File: config.mk
export PLATFORM = sky130hd
export DESIGN_NAME = tslink_ctrl
export DESIGN_NICKNAME = d
export VERILOG_FILES = /design/src/rtl/tslink_pkg.sv /design/src/rtl/tslink_lane_mon.sv /design/src/rtl/tslink_ctrl.sv
export SDC_FILE = /design/constraint.sdc
export NUM_CORES = 1
export LEC_CHECK = 0
export BUFFER_PORTS_ARGS = -buffer_cell sky130_fd_sc_hd__buf_2
export CORE_UTILIZATION = 40
export CTS_CLUSTER_SIZE = 25
export DETAILED_ROUTE_END_ITERATION = 10
export GPL_TIMING_DRIVEN = 0
export PLACE_DENSITY_LB_ADDON = 0.08
export SKIP_CTS_REPAIR_TIMING = 1
export SLEW_MARGIN = 20
export SYNTH_ARGS = -nofsm -noshare
export SYNTH_HDL_FRONTEND = slang
export SYNTH_SLANG_ARGS = --single-unit
File: constraint.sdc
create_clock -name clk_125 -period 4.7 [get_ports clk_125]
set_clock_uncertainty 0.05 [all_clocks]
set_input_delay 0.47 -clock clk_125 [delete_from_list [all_inputs] [get_ports clk_125]]
set_output_delay 0.47 -clock clk_125 [all_outputs]
set_load 0.005 [all_outputs]
File: src/rtl/tslink_pkg.sv
// Package: tslink_pkg
// Shared definitions for the two-lane trigger-scintillator GTX link sequencer:
// FSM state encoding, counter width, cpll_status bit positions and the
// comma/reset-done constants used by tslink_ctrl and tslink_lane_mon.
package tslink_pkg;

    // Wide enough for every timeout/window length (LOCK_TO, ALIGN_TO, ERR_WIN).
    localparam int CNT_W = 20;

    // cpll_status = {lock1, fblost1, lock0, fblost0}
    localparam int FBLOST0_BIT = 0;
    localparam int LOCK0_BIT   = 1;
    localparam int FBLOST1_BIT = 2;
    localparam int LOCK1_BIT   = 3;

    // K28.5 comma character as presented on the RX data bus.
    localparam logic [7:0] K28_5 = 8'hBC;

    // All GTX FSM/TX/RX reset-done flags asserted.
    localparam logic [7:0] RST_DONE_ALL = 8'hFF;

    typedef enum logic [2:0] {
        ST_IDLE      = 3'd0,
        ST_CPLL_RST  = 3'd1,
        ST_CPLL_WAIT = 3'd2,
        ST_GT_RST    = 3'd3,
        ST_DONE_WAIT = 3'd4,
        ST_ALIGN     = 3'd5,
        ST_UP        = 3'd6,
        ST_RX_RST    = 3'd7
    } state_e;

    // Lane monitors only run while aligning or while the link is up.
    function automatic logic lanes_active(input state_e s);
        return (s == ST_ALIGN) || (s == ST_UP);
    endfunction

endpackage

File: src/rtl/tslink_lane_mon.sv
// Module: tslink_lane_mon
// Per-lane alignment and error-rate monitor.
//  - Unlocked: counts consecutive good cycles (comma seen, no error); after
//    GOOD_CYC of them the lane locks. If ALIGN_TO cycles pass without lock the
//    RX polarity is toggled and the search restarts.
//  - Locked: counts errors per ERR_WIN-cycle window; more than ERR_MAX errors
//    in one window drops the lock (polarity is kept).
// Ports:
//  clk_125  in   clock
//  reset    in   synchronous active-high clear, also clears polarity
//  run      in   1 while the lane is being monitored; 0 clears lock and counters
//  err      in   disparity / not-in-table error this cycle
//  comma    in   K28.5 seen this cycle
//  locked   out  lane locked (registered)
//  pol      out  RX polarity for this lane (registered)
module tslink_lane_mon
    import tslink_pkg::*;
#(
    parameter int ALIGN_TO = 65536,
    parameter int GOOD_CYC = 256,
    parameter int ERR_WIN  = 65536,
    parameter int ERR_MAX  = 4
) (
    input  logic clk_125,
    input  logic reset,
    input  logic run,
    input  logic err,
    input  logic comma,
    output logic locked,
    output logic pol
);

    localparam logic [CNT_W-1:0] GOOD_LAST  = CNT_W'(GOOD_CYC - 1);
    localparam logic [CNT_W-1:0] ALIGN_LAST = CNT_W'(ALIGN_TO - 1);
    localparam logic [CNT_W-1:0] WIN_LAST   = CNT_W'(ERR_WIN - 1);
    localparam logic [7:0]       ERR_LIM    = 8'(ERR_MAX);

    logic             locked_q, locked_d;
    logic             pol_q, pol_d;
    logic [CNT_W-1:0] good_q, good_d;
    logic [CNT_W-1:0] align_q, align_d;
    logic [CNT_W-1:0] win_q, win_d;
    logic [7:0]       err_q, err_d;
    logic [7:0]       err_new;
    logic             good;

    assign good = comma & ~err;

    always_comb begin
        // NOTE: every variable gets a default before any branch so no path
        // leaves it unassigned; otherwise synthesis infers a latch.
        locked_d = locked_q;
        pol_d    = pol_q;
        good_d   = good_q;
        align_d  = align_q;
        win_d    = win_q;
        err_d    = err_q;
        err_new  = err_q;

        if (!run) begin
            locked_d = 1'b0;
            good_d   = '0;
            align_d  = '0;
            win_d    = '0;
            err_d    = '0;
        end else if (!locked_q) begin
            // Align timeout beats a lock completing on the same cycle.
            if (align_q == ALIGN_LAST) begin
                pol_d   = ~pol_q;
                align_d = '0;
                good_d  = '0;
            end else begin
                align_d = align_q + 1'b1;
                if (!good) begin
                    good_d = '0;
                end else if (good_q == GOOD_LAST) begin
                    locked_d = 1'b1;
                    good_d   = '0;
                    win_d    = '0;
                    err_d    = '0;
                end else begin
                    good_d = good_q + 1'b1;
                end
            end
        end else begin
            if (win_q == WIN_LAST) begin
                // An error on the closing cycle is charged to the new window.
                win_d   = '0;
                err_new = {7'd0, err};
            end else begin
                win_d   = win_q + 1'b1;
                err_new = (err && err_q != 8'hFF) ? err_q + 8'd1 : err_q;
            end
            err_d = err_new;
            if (err_new > ERR_LIM) begin
                locked_d = 1'b0;
                win_d    = '0;
                err_d    = '0;
                good_d   = '0;
                align_d  = '0;
            end
        end
    end

    always_ff @(posedge clk_125) begin
        // NOTE: sequential state uses non-blocking assignments so every
        // register samples the pre-edge values regardless of statement order.
        if (reset) begin
            locked_q <= 1'b0;
            pol_q    <= 1'b0;
            good_q   <= '0;
            align_q  <= '0;
            win_q    <= '0;
            err_q    <= '0;
        end else begin
            locked_q <= locked_d;
            pol_q    <= pol_d;
            good_q   <= good_d;
            align_q  <= align_d;
            win_q    <= win_d;
            err_q    <= err_d;
        end
    end

    assign locked = locked_q;
    assign pol    = pol_q;

endmodule

File: src/rtl/tslink_ctrl.sv
// Module: tslink_ctrl
// Bring-up and supervision sequencer for the two-lane GTX link:
// CPLL reset -> CPLL lock -> GTX soft reset -> reset-done wait -> per-lane
// comma alignment (with RX polarity search) -> link up, then supervision with
// RX-only or full re-runs on faults.
// Ports:
//  clk_125      in   clock
//  reset        in   synchronous active-high reset
//  enable       in   0 forces IDLE, 1 runs the sequence
//  cpll_status  in   {lock1, fblost1, lock0, fblost0}
//  reset_done   in   GTX reset-done flags
//  rx_err_s     in   per-lane RX error, synchronised
//  rx_comma_s   in   per-lane K28.5 seen, synchronised
//  cpll_reset   out  CPLL reset to GTX
//  reset_soft   out  GTX soft reset
//  reset_rx     out  GTX RX reset
//  polarity     out  per-lane RX polarity
//  link_up      out  per-lane locked
//  state        out  FSM state encoding
//  retry_cnt    out  full-sequence restarts, saturating
module tslink_ctrl
    import tslink_pkg::*;
#(
    parameter int CPLL_RST_CYC = 16,
    parameter int SOFT_RST_CYC = 16,
    parameter int RX_RST_CYC   = 16,
    parameter int LOCK_TO      = 65536,
    parameter int ALIGN_TO     = 65536,
    parameter int GOOD_CYC     = 256,
    parameter int ERR_WIN      = 65536,
    parameter int ERR_MAX      = 4
) (
    input  logic       clk_125,
    input  logic       reset,
    input  logic       enable,
    input  logic [3:0] cpll_status,
    input  logic [7:0] reset_done,
    input  logic [1:0] rx_err_s,
    input  logic [1:0] rx_comma_s,
    output logic       cpll_reset,
    output logic       reset_soft,
    output logic       reset_rx,
    output logic [1:0] polarity,
    output logic [1:0] link_up,
    output logic [2:0] state,
    output logic [7:0] retry_cnt
);

    localparam logic [CNT_W-1:0] CPLL_LAST = CNT_W'(CPLL_RST_CYC - 1);
    localparam logic [CNT_W-1:0] SOFT_LAST = CNT_W'(SOFT_RST_CYC - 1);
    localparam logic [CNT_W-1:0] RX_LAST   = CNT_W'(RX_RST_CYC - 1);
    localparam logic [CNT_W-1:0] LOCK_LAST = CNT_W'(LOCK_TO - 1);

    state_e           state_q, state_d;
    logic [CNT_W-1:0] cnt_q, cnt_d;
    logic [7:0]       retry_q, retry_d;
    logic [3:0]       stat_q;
    logic             cpll_reset_q, reset_soft_q, reset_rx_q;
    logic             retry_inc;
    logic             lock_ok, pll_good, supervised;
    logic             run, mon_clr;
    logic [1:0]       lane_locked, lane_pol;

    assign lock_ok  = stat_q[LOCK1_BIT] & stat_q[LOCK0_BIT];
    assign pll_good = lock_ok & ~stat_q[FBLOST1_BIT] & ~stat_q[FBLOST0_BIT];

    // Lock-loss supervision applies once the CPLL has been seen locked; in
    // CPLL_WAIT a missing lock is simply what is being waited for.
    assign supervised = (state_q == ST_GT_RST) || (state_q == ST_DONE_WAIT) ||
                        (state_q == ST_ALIGN)  || (state_q == ST_UP);

    always_comb begin
        state_d   = state_q;
        retry_inc = 1'b0;

        if (!enable) begin
            state_d = ST_IDLE;
        end else if (supervised && !lock_ok) begin
            state_d   = ST_CPLL_RST;
            retry_inc = 1'b1;
        end else begin
            unique case (state_q)
                ST_IDLE:      state_d = ST_CPLL_RST;
                ST_CPLL_RST:  if (cnt_q == CPLL_LAST) state_d = ST_CPLL_WAIT;
                ST_CPLL_WAIT: begin
                    if (cnt_q == LOCK_LAST) begin
                        state_d   = ST_CPLL_RST;
                        retry_inc = 1'b1;
                    end else if (pll_good) begin
                        state_d = ST_GT_RST;
                    end
                end
                ST_GT_RST:    if (cnt_q == SOFT_LAST) state_d = ST_DONE_WAIT;
                ST_DONE_WAIT: begin
                    if (cnt_q == LOCK_LAST) begin
                        state_d   = ST_CPLL_RST;
                        retry_inc = 1'b1;
                    end else if (reset_done == RST_DONE_ALL) begin
                        state_d = ST_ALIGN;
                    end
                end
                ST_ALIGN:     if (&lane_locked) state_d = ST_UP;
                ST_UP:        if (!(&lane_locked)) state_d = ST_RX_RST;
                ST_RX_RST:    if (cnt_q == RX_LAST) state_d = ST_ALIGN;
                default:      state_d = ST_IDLE;
            endcase
        end

        retry_d = (retry_inc && retry_q != 8'hFF) ? retry_q + 8'd1 : retry_q;
        cnt_d   = (state_d != state_q) ? '0 : cnt_q + 1'b1;
    end

    // Monitors count only on cycles spent inside ALIGN/UP and are cleared on
    // the same edge the FSM leaves them, so link_up drops with the state.
    assign run     = lanes_active(state_q) && lanes_active(state_d);
    // Polarity survives RX_RST and CPLL re-runs; only IDLE or reset clears it.
    assign mon_clr = reset || (state_d == ST_IDLE);

    always_ff @(posedge clk_125) begin
        if (reset) begin
            state_q      <= ST_IDLE;
            cnt_q        <= '0;
            retry_q      <= '0;
            stat_q       <= '0;
            cpll_reset_q <= 1'b0;
            reset_soft_q <= 1'b0;
            reset_rx_q   <= 1'b0;
        end else begin
            state_q      <= state_d;
            cnt_q        <= cnt_d;
            retry_q      <= retry_d;
            stat_q       <= cpll_status;
            cpll_reset_q <= (state_d == ST_CPLL_RST);
            reset_soft_q <= (state_d == ST_GT_RST);
            reset_rx_q   <= (state_d == ST_RX_RST);
        end
    end

    for (genvar i = 0; i < 2; i++) begin : g_lane
        tslink_lane_mon #(
            .ALIGN_TO (ALIGN_TO),
            .GOOD_CYC (GOOD_CYC),
            .ERR_WIN  (ERR_WIN),
            .ERR_MAX  (ERR_MAX)
        ) u_mon (
            .clk_125 (clk_125),
            .reset   (mon_clr),
            .run     (run),
            .err     (rx_err_s[i]),
            .comma   (rx_comma_s[i]),
            .locked  (lane_locked[i]),
            .pol     (lane_pol[i])
        );
    end

    assign cpll_reset = cpll_reset_q;
    assign reset_soft = reset_soft_q;
    assign reset_rx   = reset_rx_q;
    assign polarity   = lane_pol;
    assign link_up    = lane_locked;
    assign state      = state_q;
    assign retry_cnt  = retry_q;

endmodule

**Word level (Yosys, flattened, before mapping)**

Index checks and enable logic that the tools add are counted.

- Output and inout port bits: 18
- Register bits: 178
- Word-level logic and storage cells: 170
- Input bits: 19

- Muxes and demuxes: 70
- Reduce and logical (&&, ||, !) cells: 26
- Eq/ne operators: 29
- Magnitude comparators: 2
- Bitwise gates (word level): 14
- Add/subtract/negate cells: 10

Operator list:

| operator | number |
|---|---|
| $mux 20 | 26 |
| $mux 8 | 18 |
| $add 20x1->20 const B | 7 |
| $eq 20x16->1 const B | 5 |
| $eq 20x8->1 const B | 2 |
| $mux 3 | 11 |
| $add 8x1->8 const B | 3 |
| $ne 8x8->1 const B | 3 |
| $pmux 3 s8 | 1 |
| $eq 3x3->1 const B | 7 |
| $eq 20x4->1 const B | 1 |
| $gt 8x3->1 const B | 2 |
| $mux 1 | 14 |
| $reduce_and 3->1 | 4 |
| $eq 3x2->1 const B | 3 |
| $not 1->1 | 9 |
| $eq 8x8->1 const B | 1 |
| $reduce_bool 2->1 | 4 |
| $eq 3x1->1 const B | 2 |
| $logic_not 3->1 | 2 |
| $logic_or 1x1->1 | 6 |
| $reduce_or 2->1 | 3 |
| $and 1x1->1 | 5 |
| $logic_and 1x1->1 | 5 |
| other kinds (5) | 7 |

**Logic depth before layout (Yosys ltp)**

Gate-level depths: netlist of run 1.

- Word-level depth: 15
- Depth in mapped cells: 11
- Depth with buffers taken out: 8

**Modules after synthesis**

From an unflattened synthesis of run 1, not the netlist that was laid out.

- Cells, all modules: 1325
- Area total of the unflattened synthesis: 10430.0 µm²

By module, submodules not included:

| module | instances | sequential area each (µm²) | area an instance (µm²) | cells an instance |
|---|---|---|---|---|
| tslink_lane_mon | 2 | 1401.3 | 4205.3 | 541 |
| tslink_ctrl | 1 | 760.7 | 2019.4 | 243 |

**Worst setup path before layout of run 1**

Ideal clock, no wire load.

- Path type: reg-to-reg
- From: register cnt_q[0]
- To: register g_lane[0].u_mon.err_q[4]
- Library setup time: 0.060 ns
- Path slack: 2.017 ns
- Arrival: 2.573 ns
- Path buffers: 2
- Clock period less this slack: 2.683 ns
- Required time: 4.590 ns
- Stages on the path, launching flop included: 10
- Path through: dfxtp_1 -> ha_1 -> nand4_2 -> or3_1 -> clkbuf_2 -> or4_4 -> o221a_4 -> a311oi_4 -> buf_6 -> and3_1

- Word-level cells in the longest chain between the ends: 10
- Elaborated cells on any way between the ends: 18
- Classes of those cells: 4 x eq/ne; 8 x mux; 1 x bitwise; 5 x reduce/logical

RTL lines:

| what | line | RTL |
|---|---|---|
| start, declared | tslink_ctrl.sv:55 | `logic [CNT_W-1:0] cnt_q, cnt_d;` |
| start signal, assigned | tslink_ctrl.sv:130 | `cnt_q <= cnt_d;` |
| $eq 20x4->1 / $eq 20x16->1 (equally long branches) | -- |  |
| $mux 3, on equally long branches | -- |  |
| $pmux 3 s8 (*) | tslink_ctrl.sv:82 | `unique case (state_q)` |
| $mux 3 (*) | tslink_ctrl.sv:78 | `end else if (supervised && !lock_ok) begin` |
| $mux 3 (*) | tslink_ctrl.sv:76 | `if (!enable) begin` |
| $eq 3x3->1 | tslink_pkg.sv:35 | `return (s == ST_ALIGN) \|\| (s == ST_UP);` |
| $logic_or 1x1->1 | tslink_pkg.sv:35 |  |
| $logic_and 1x1->1 | tslink_ctrl.sv:115 | `assign run = lanes_active(state_q) && lanes_active(state_d);` |
| $not 1->1 (no source line) | -- |  |
| $reduce_or 2->1 (no source line) (*) | -- |  |
| end signal, assigned | tslink_lane_mon.sv:121 | `err_q <= err_d;` |
| end, declared | tslink_lane_mon.sv:43 | `logic [7:0] err_q, err_d;` |

Every way passes the cells marked *; elsewhere a longest branch is shown, timed or not.
A chain may end at the register's enable or synchronous reset.

**Worst setup path in the final report of run 1**

- From: register g_lane[1].u_mon.win_q[0]
- To: register g_lane[1].u_mon.align_q[19]

- Word-level cells in the longest chain between the ends: 6

RTL lines:

| what | line | RTL |
|---|---|---|
| start, declared | tslink_lane_mon.sv:42 | `logic [CNT_W-1:0] win_q, win_d;` |
| start signal, assigned | tslink_lane_mon.sv:120 | `win_q <= win_d;` |
| $eq 20x16->1 | tslink_lane_mon.sv:86 | `if (win_q == WIN_LAST) begin` |
| $mux 8 | tslink_lane_mon.sv:86 |  |
| $mux 8 | tslink_lane_mon.sv:66 | `end else if (!locked_q) begin` |
| $mux 8 | tslink_lane_mon.sv:60 | `if (!run) begin` |
| $gt 8x3->1 | tslink_lane_mon.sv:95 | `if (err_new > ERR_LIM) begin` |
| $ne 2x2->1 (no source line) | -- |  |
| end signal, assigned | tslink_lane_mon.sv:119 | `align_q <= align_d;` |
| end, declared | tslink_lane_mon.sv:41 | `logic [CNT_W-1:0] align_q, align_d;` |

Every way passes these cells. The select of a mux whose other input is x is not followed.

==> metrics.txt, run 1 <==
DP Wirelength=17400 um; routed vias=9100; WL final=25000 um; final setup vio count=0; worst stage delay on the critical path=0.63 ns; Clock Sinks=178; Avg Vias per Cell=5.68; DP Cell Count=1569; DRC=0; first-pass GRT wire length=between 40000 and 50000 um; Total GRT Usage=between 20% and 30%; startpoint types=flip-flop; clk root buf=clkbuf_16; VDD IR max=between 0.15 and 0.2 mV; Die Area=0.0241 mm^2; RSZ-0062 raised after global routing=no; Max Root-Sink Buffers=2; reg-to-reg slack, setup=1.23 ns; status=finished clean; count leader, synth=dfxtp_1; post-synthesis cell count=between 1000 and 1500; mean post-synth cell area=7.70 um^2; Hold Crit Start=cpll_status[1]; Post-Syn Area=0.00940 mm^2; crit path max-delay cell type=nor4_2; H-tree lvl count=4; Die Y=155 um; cell taking the most area after synthesis=dfxtp_1; yosys warns=0; fmax=approximately 290 MHz; crit-path leading delay family=simple AND/OR/NAND/NOR gates; Min Clock Period, post-route=roughly 3.5 ns; Initial Utilization=roughly 41%; setup TNS=0 ns; Buf/Inv on CP=1; fin crit share=73.9%; Post-synth ARST share=0%; critical path type=flip-flop to flip-flop; Num CTS Buffers=17; Post-Layout Cell Count=1602; ratio of cells with drive above 1 in the final layout=9.16%; final net count=between 1000 and 1500; Fin. Hold Viols=0; drt first pass iters=5; Top Ports=37; max_slew headroom=35.1%; wire per inst=15.6 um; Reg-to-Reg End=g_lane[1].u_mon.align_q[19]; Reg clk slew, reported paths=0.07 ns; Worst Path Required=5.00 ns; Overflow after GRT=0; r2r startpoint=g_lane[1].u_mon.win_q[0]; critical-path maximum fanout=10; Power Dens Cells=286 mW/mm^2; total power draw=3.02 mW; top cell type's share of synthesized area=37.9%; worst hold path type=input pin to flip-flop; reg2reg path depth=9; number of DRC markers in iteration 0=697; Net Count, Synth=1250; Cell variety after synth=69; core area=0.0228 mm^2; Final Max Tran Viols=0; vias in the first global route=8247; worst-margin pin slew=0.969 ns; sequential share of the synthesized area=37.9%; chip width=155 um; Lkg Pwr=3.32 nW; PortBufs=35; Post-synth EDFFs=0; TritonCTS clock tree=yes; smallest hold slack=0.192 ns; Top FF cell, synth=dfxtp_1; CP Capture Type=flip-flop; Clock Latency Late Sink=0.44 ns; largest net degree at the start of global routing=18; most frequent cell on the critical path=nand2_1; MaxCap Viol Count=0; P&R area growth vs syn=12.3%; Worst Hold Path EP=stat_q[1]; Worst Hold Path Cells=2; synth top area cells=dfxtp_1 38%, a21oi_1 5.4%, nor2_1 5.4%; CP cell instances=ha_1, nand3_1, or3_1, nor4_2, nand2_1, nand2_1, clkbuf_1, o21ai_0, a21oi_1; fin util=46.2%; Yosys reg bits=178; GP Congestion=0.842; row cnt=55; crit path DAT=3.77 ns; initial antenna violation count=0; leading cell types by count after synthesis=178 x dfxtp_1, 135 x nor2_1, 113 x nand2_1; Final ANT Viol Nets=0
-- sequential cells by signal, summed over array words and instances (netlist names) --
| name | cells |
|---|---|
| g_lane.u_mon.err_q | 16 |
| reset_rx | 1 |
| reset_soft | 1 |
| cpll_reset | 1 |
| retry_cnt | 8 |
| cnt_q | 20 |
| g_lane.u_mon.pol | 2 |
| state | 3 |
| g_lane.u_mon.locked | 2 |
| g_lane.u_mon.good_q | 40 |
| stat_q | 4 |
| g_lane.u_mon.align_q | 40 |
| g_lane.u_mon.win_q | 40 |
-- per-stage QoR --
step / area [um^2] / worst slack, ns
finish: 10600 / 1.23
global route: 10600 / 0.862
CTS: 10600 / 1.16
detailed placement: 9970 / 1.20
global placement: 9970 / 1.18
floorplan: 9400 / 2.02
-- layout make-up --
cell class | instances | area (um^2)
Fill cell | 2374 | 12300
Inverter | 19 | 71.3
Sequential cell | 178 | 3560
Antenna cell | 1 | 2.50
Timing Repair Buffer | 35 | 175
Multi-Input combinational cell | 953 | 5460
Clock inverter | 14 | 148
Tap cell | 313 | 392
Clock buffer | 18 | 439
Buffer | 71 | 318
-- layout by cell type, fill, tap and decap left out, drive strengths merged, types with 3 or more instances in the layout --
| cell type | Yosys | layout |
|---|---|---|
| a211oi | 7 | 7 |
| a21oi | 103 | 103 |
| a22oi | 10 | 10 |
| a311oi | 15 | 15 |
| a31o | 4 | 4 |
| a31oi | 36 | 36 |
| a41oi | 3 | 3 |
| and2 | 20 | 20 |
| and3 | 42 | 42 |
| and4 | 5 | 5 |
| buf | 21 | 56 |
| clkbuf | 50 | 68 |
| clkinv | 0 | 4 |
| clkinvlp | 0 | 3 |
| dfxtp | 178 | 178 |
| ha | 10 | 10 |
| inv | 19 | 25 |
| nand2 | 114 | 114 |
| nand2b | 7 | 7 |
| nand3 | 70 | 70 |
| nand3b | 19 | 19 |
| nand4 | 31 | 31 |
| nand4b | 4 | 4 |
| nor2 | 138 | 138 |
| nor2b | 13 | 13 |
| nor3 | 42 | 42 |
| nor3b | 8 | 8 |
| nor4 | 27 | 27 |
| o211ai | 15 | 15 |
| o21a | 9 | 9 |
| o21ai | 78 | 78 |
| o31ai | 3 | 3 |
| or2 | 7 | 7 |
| or3 | 33 | 33 |
| or4 | 19 | 19 |
| or4b | 3 | 3 |
| xnor2 | 14 | 14 |
| xor2 | 18 | 18 |
-- per-layer routing --
layer  global-route usage (%)  share of wire, %
met5                        0                 0
met4                     5.04               1.0
met3                     3.73               3.1
met2                     33.6                45
met1                     30.0                51
-- power breakdown --
group	switching (mW)	internal [mW]	total, mW	leakage (nW)
combinational	0.0401	0.0236	0.0637	1.60
sequential	0.00344	1.51	1.51	1.43
clock	0.677	0.764	1.44	0.279
total	0.721	2.30	3.02	3.32
-- kinds of logic (layout without fill, tap and decap cells) --
logic type	Yosys count	in the layout	synth area share, %
AO/OA/AOI/OAI	307	307	20.3
XOR/XNOR	32	32	2.98
adder cells (fa/ha/maj)	11	11	1.44
buffers and inverters	90	157	4.14
flip-flops	178	178	37.9
other	0	1	0
AND/OR/NAND/NOR	603	603	33.2
-- how the worst max path moves through the flow --
stage	to	start	slack (ns)	cells after the start
after global routing	g_lane[1].u_mon.align_q[19]	g_lane[1].u_mon.win_q[0]	0.86	9
after floorplan	g_lane[0].u_mon.err_q[4]	cnt_q[0]	2.02	9
after global placement	g_lane[1].u_mon.win_q[17]	g_lane[1].u_mon.win_q[0]	1.18	9
final	g_lane[1].u_mon.align_q[19]	g_lane[1].u_mon.win_q[0]	1.23	9
after detailed placement	g_lane[1].u_mon.good_q[19]	g_lane[1].u_mon.win_q[0]	1.20	9
after CTS	g_lane[1].u_mon.win_q[17]	g_lane[1].u_mon.win_q[0]	1.16	9
Note: power is estimated with default switching activity, not from simulation.
==> inputs of run 2 (changes only) <==
==> constraint.sdc (replaced) <==
create_clock -name clk_125 -period 3.05 [get_ports clk_125]
set_clock_uncertainty 0.05 [all_clocks]
set_input_delay 0.305 -clock clk_125 [delete_from_list [all_inputs] [get_ports clk_125]]
set_output_delay 0.305 -clock clk_125 [all_outputs]
set_load 0.005 [all_outputs]
==> metrics.txt, run 2 (synthesized netlist as in run 1, its figures left out) <==
Clock Sinks=178; commonest non-fill, non-tap cell in the layout=dfxtp_1; number of DRC markers in iteration 0=692; routed vias=between 9000 and 10000; fmax=between 300 and 400 MHz; final setup vio count=0; H-tree lvl count=4; Final ANT Viol Nets=0; biggest regs=g_lane.u_mon.align_q x40, g_lane.u_mon.good_q x40, g_lane.u_mon.win_q x40; Filler Cell Count=2370; row cnt=55; setup TNS=0 ns; Clock Latency Late Sink=0.45 ns; most frequent cells in the layout=177 x dfxtp_1, 133 x nor2_1, 112 x nand2_1; Final Max Tran Viols=0; Top Ports=37; startpoint types=flip-flop; Worst Path Required=3.37 ns; ratio of cells with drive above 1 in the final layout=roughly an eighth; final worst setup slack=0.111 ns; final net count=around 1300; worst hold path type=input pin to flip-flop; Place WS=-0.447 ns; max_slew headroom=47.1%; fin crit share=between 90% and 100%; DP Wirelength=17400 um; Avg Vias per Cell=between 5 and 6; smallest hold slack=between 0.02 and 0.025 ns; WL final=25200 um; Power Dens Cells=432 mW/mm^2; multi-input logic area=0.00557 mm^2; Num CTS Buffers=17; register area=~0.0036 mm^2; critical-path maximum fanout=7; critical path type=flip-flop to flip-flop; Die Y=between 150 and 200 um; initial antenna violation count=0; fin util=about 47%; Post-Layout Cell Count=about 1600; Fin. Hold Viols=0; drt first pass iters=7; DP Cell Count=1569; wire per inst=15.7 um; Total GRT Usage=21.3%; Overflow after GRT=0; core area=0.0228 mm^2; Reg clk slew, reported paths=0.07 ns; vias in the first global route=8247; Max Root-Sink Buffers=2; VDD IR max=about 0.29 mV; GP Congestion=~0.84; first-pass GRT wire length=41900 um; status=finished clean; Die Area=around 0.024 mm^2; PortBufs=35; chip width=155 um; Initial Utilization=41.2%; worst-margin pin slew=0.786 ns; clk root buf=clkbuf_16; Lkg Pwr=3.46 nW; CP Capture Type=flip-flop; P&R area growth vs syn=14.7%; largest net degree at the start of global routing=18; Min Clock Period, post-route=2.94 ns; crit path DAT=3.26 ns; RSZ-0062 raised after global routing=no; DRC=0; MaxCap Viol Count=0; number of diodes=0; TritonCTS clock tree=yes
[run 2: changes by cell type in the layout (fill, tap and decap cells not counted), sizes merged]
cell	before	now
clkbuf	68	70
buf	56	61
diode	1	0
[run 2: through the flow]
| step | power [mW] | cell area, um^2 |
|---|---|---|
| floorplan | 2.45 | 9400 |
| global placement | 2.49 | 9970 |
| detailed placement | 2.49 | 9970 |
| CTS | 4.70 | 10600 |
| global route | 4.81 | 10800 |
| finish | 4.66 | 10800 |
[run 2: area by class of cell]
class / instances / area share [%]
multi-input cells: 953 / 51.6
clock inverters: 14 / 1.37
clock buffers: 18 / 4.07
repair buffers: 44 / 2.25
inverters: 19 / 0.661
flip-flops and latches: 178 / 33.0
well taps: 313 / 3.63
plain buffers: 69 / 3.34
[run 2: metal layers]
metal,wire [um],global-route usage [%],vias to the layer above
met5,0,0,-
li1,-,-,4618
met2,11300,33.6,137
met1,12900,30.0,4336
met3,848,3.73,23
met4,228,5.04,0
[run 2: worst max-delay path, stage by stage, from the launching register on]
cell and delay [ns]:
dfxtp_1 0.32, ha_1 0.29, and2_1 0.24, a311oi_1 0.32, o221ai_1 0.16, or4_1 0.61, or2_2 0.37, or3_1 0.36
a31oi_1 0.15
[run 2: report_power, final]
part	total (mW)	switching [mW]	leakage [nW]	internal, mW
Combinational	0.106	0.0647	1.75	0.0414
Clock	2.22	1.04	0.279	1.18
Sequential	2.33	0.00617	1.44	2.33
[run 2: final timing paths]
| kind | startpoint | to | slack [ns] | depth (start not counted) |
|---|---|---|---|---|
| worst max-delay path | g_lane[0].u_mon.err_q[0] | g_lane[0].u_mon.win_q[19] | 0.11 | 8 |
| worst min-delay path | cpll_status[1] | stat_q[1] | 0.02 | 2 |
| worst min register to register | cnt_q[0] | cnt_q[0] | 0.42 | 1 |
| worst max register to register | g_lane[0].u_mon.err_q[0] | g_lane[0].u_mon.win_q[19] | 0.11 | 8 |
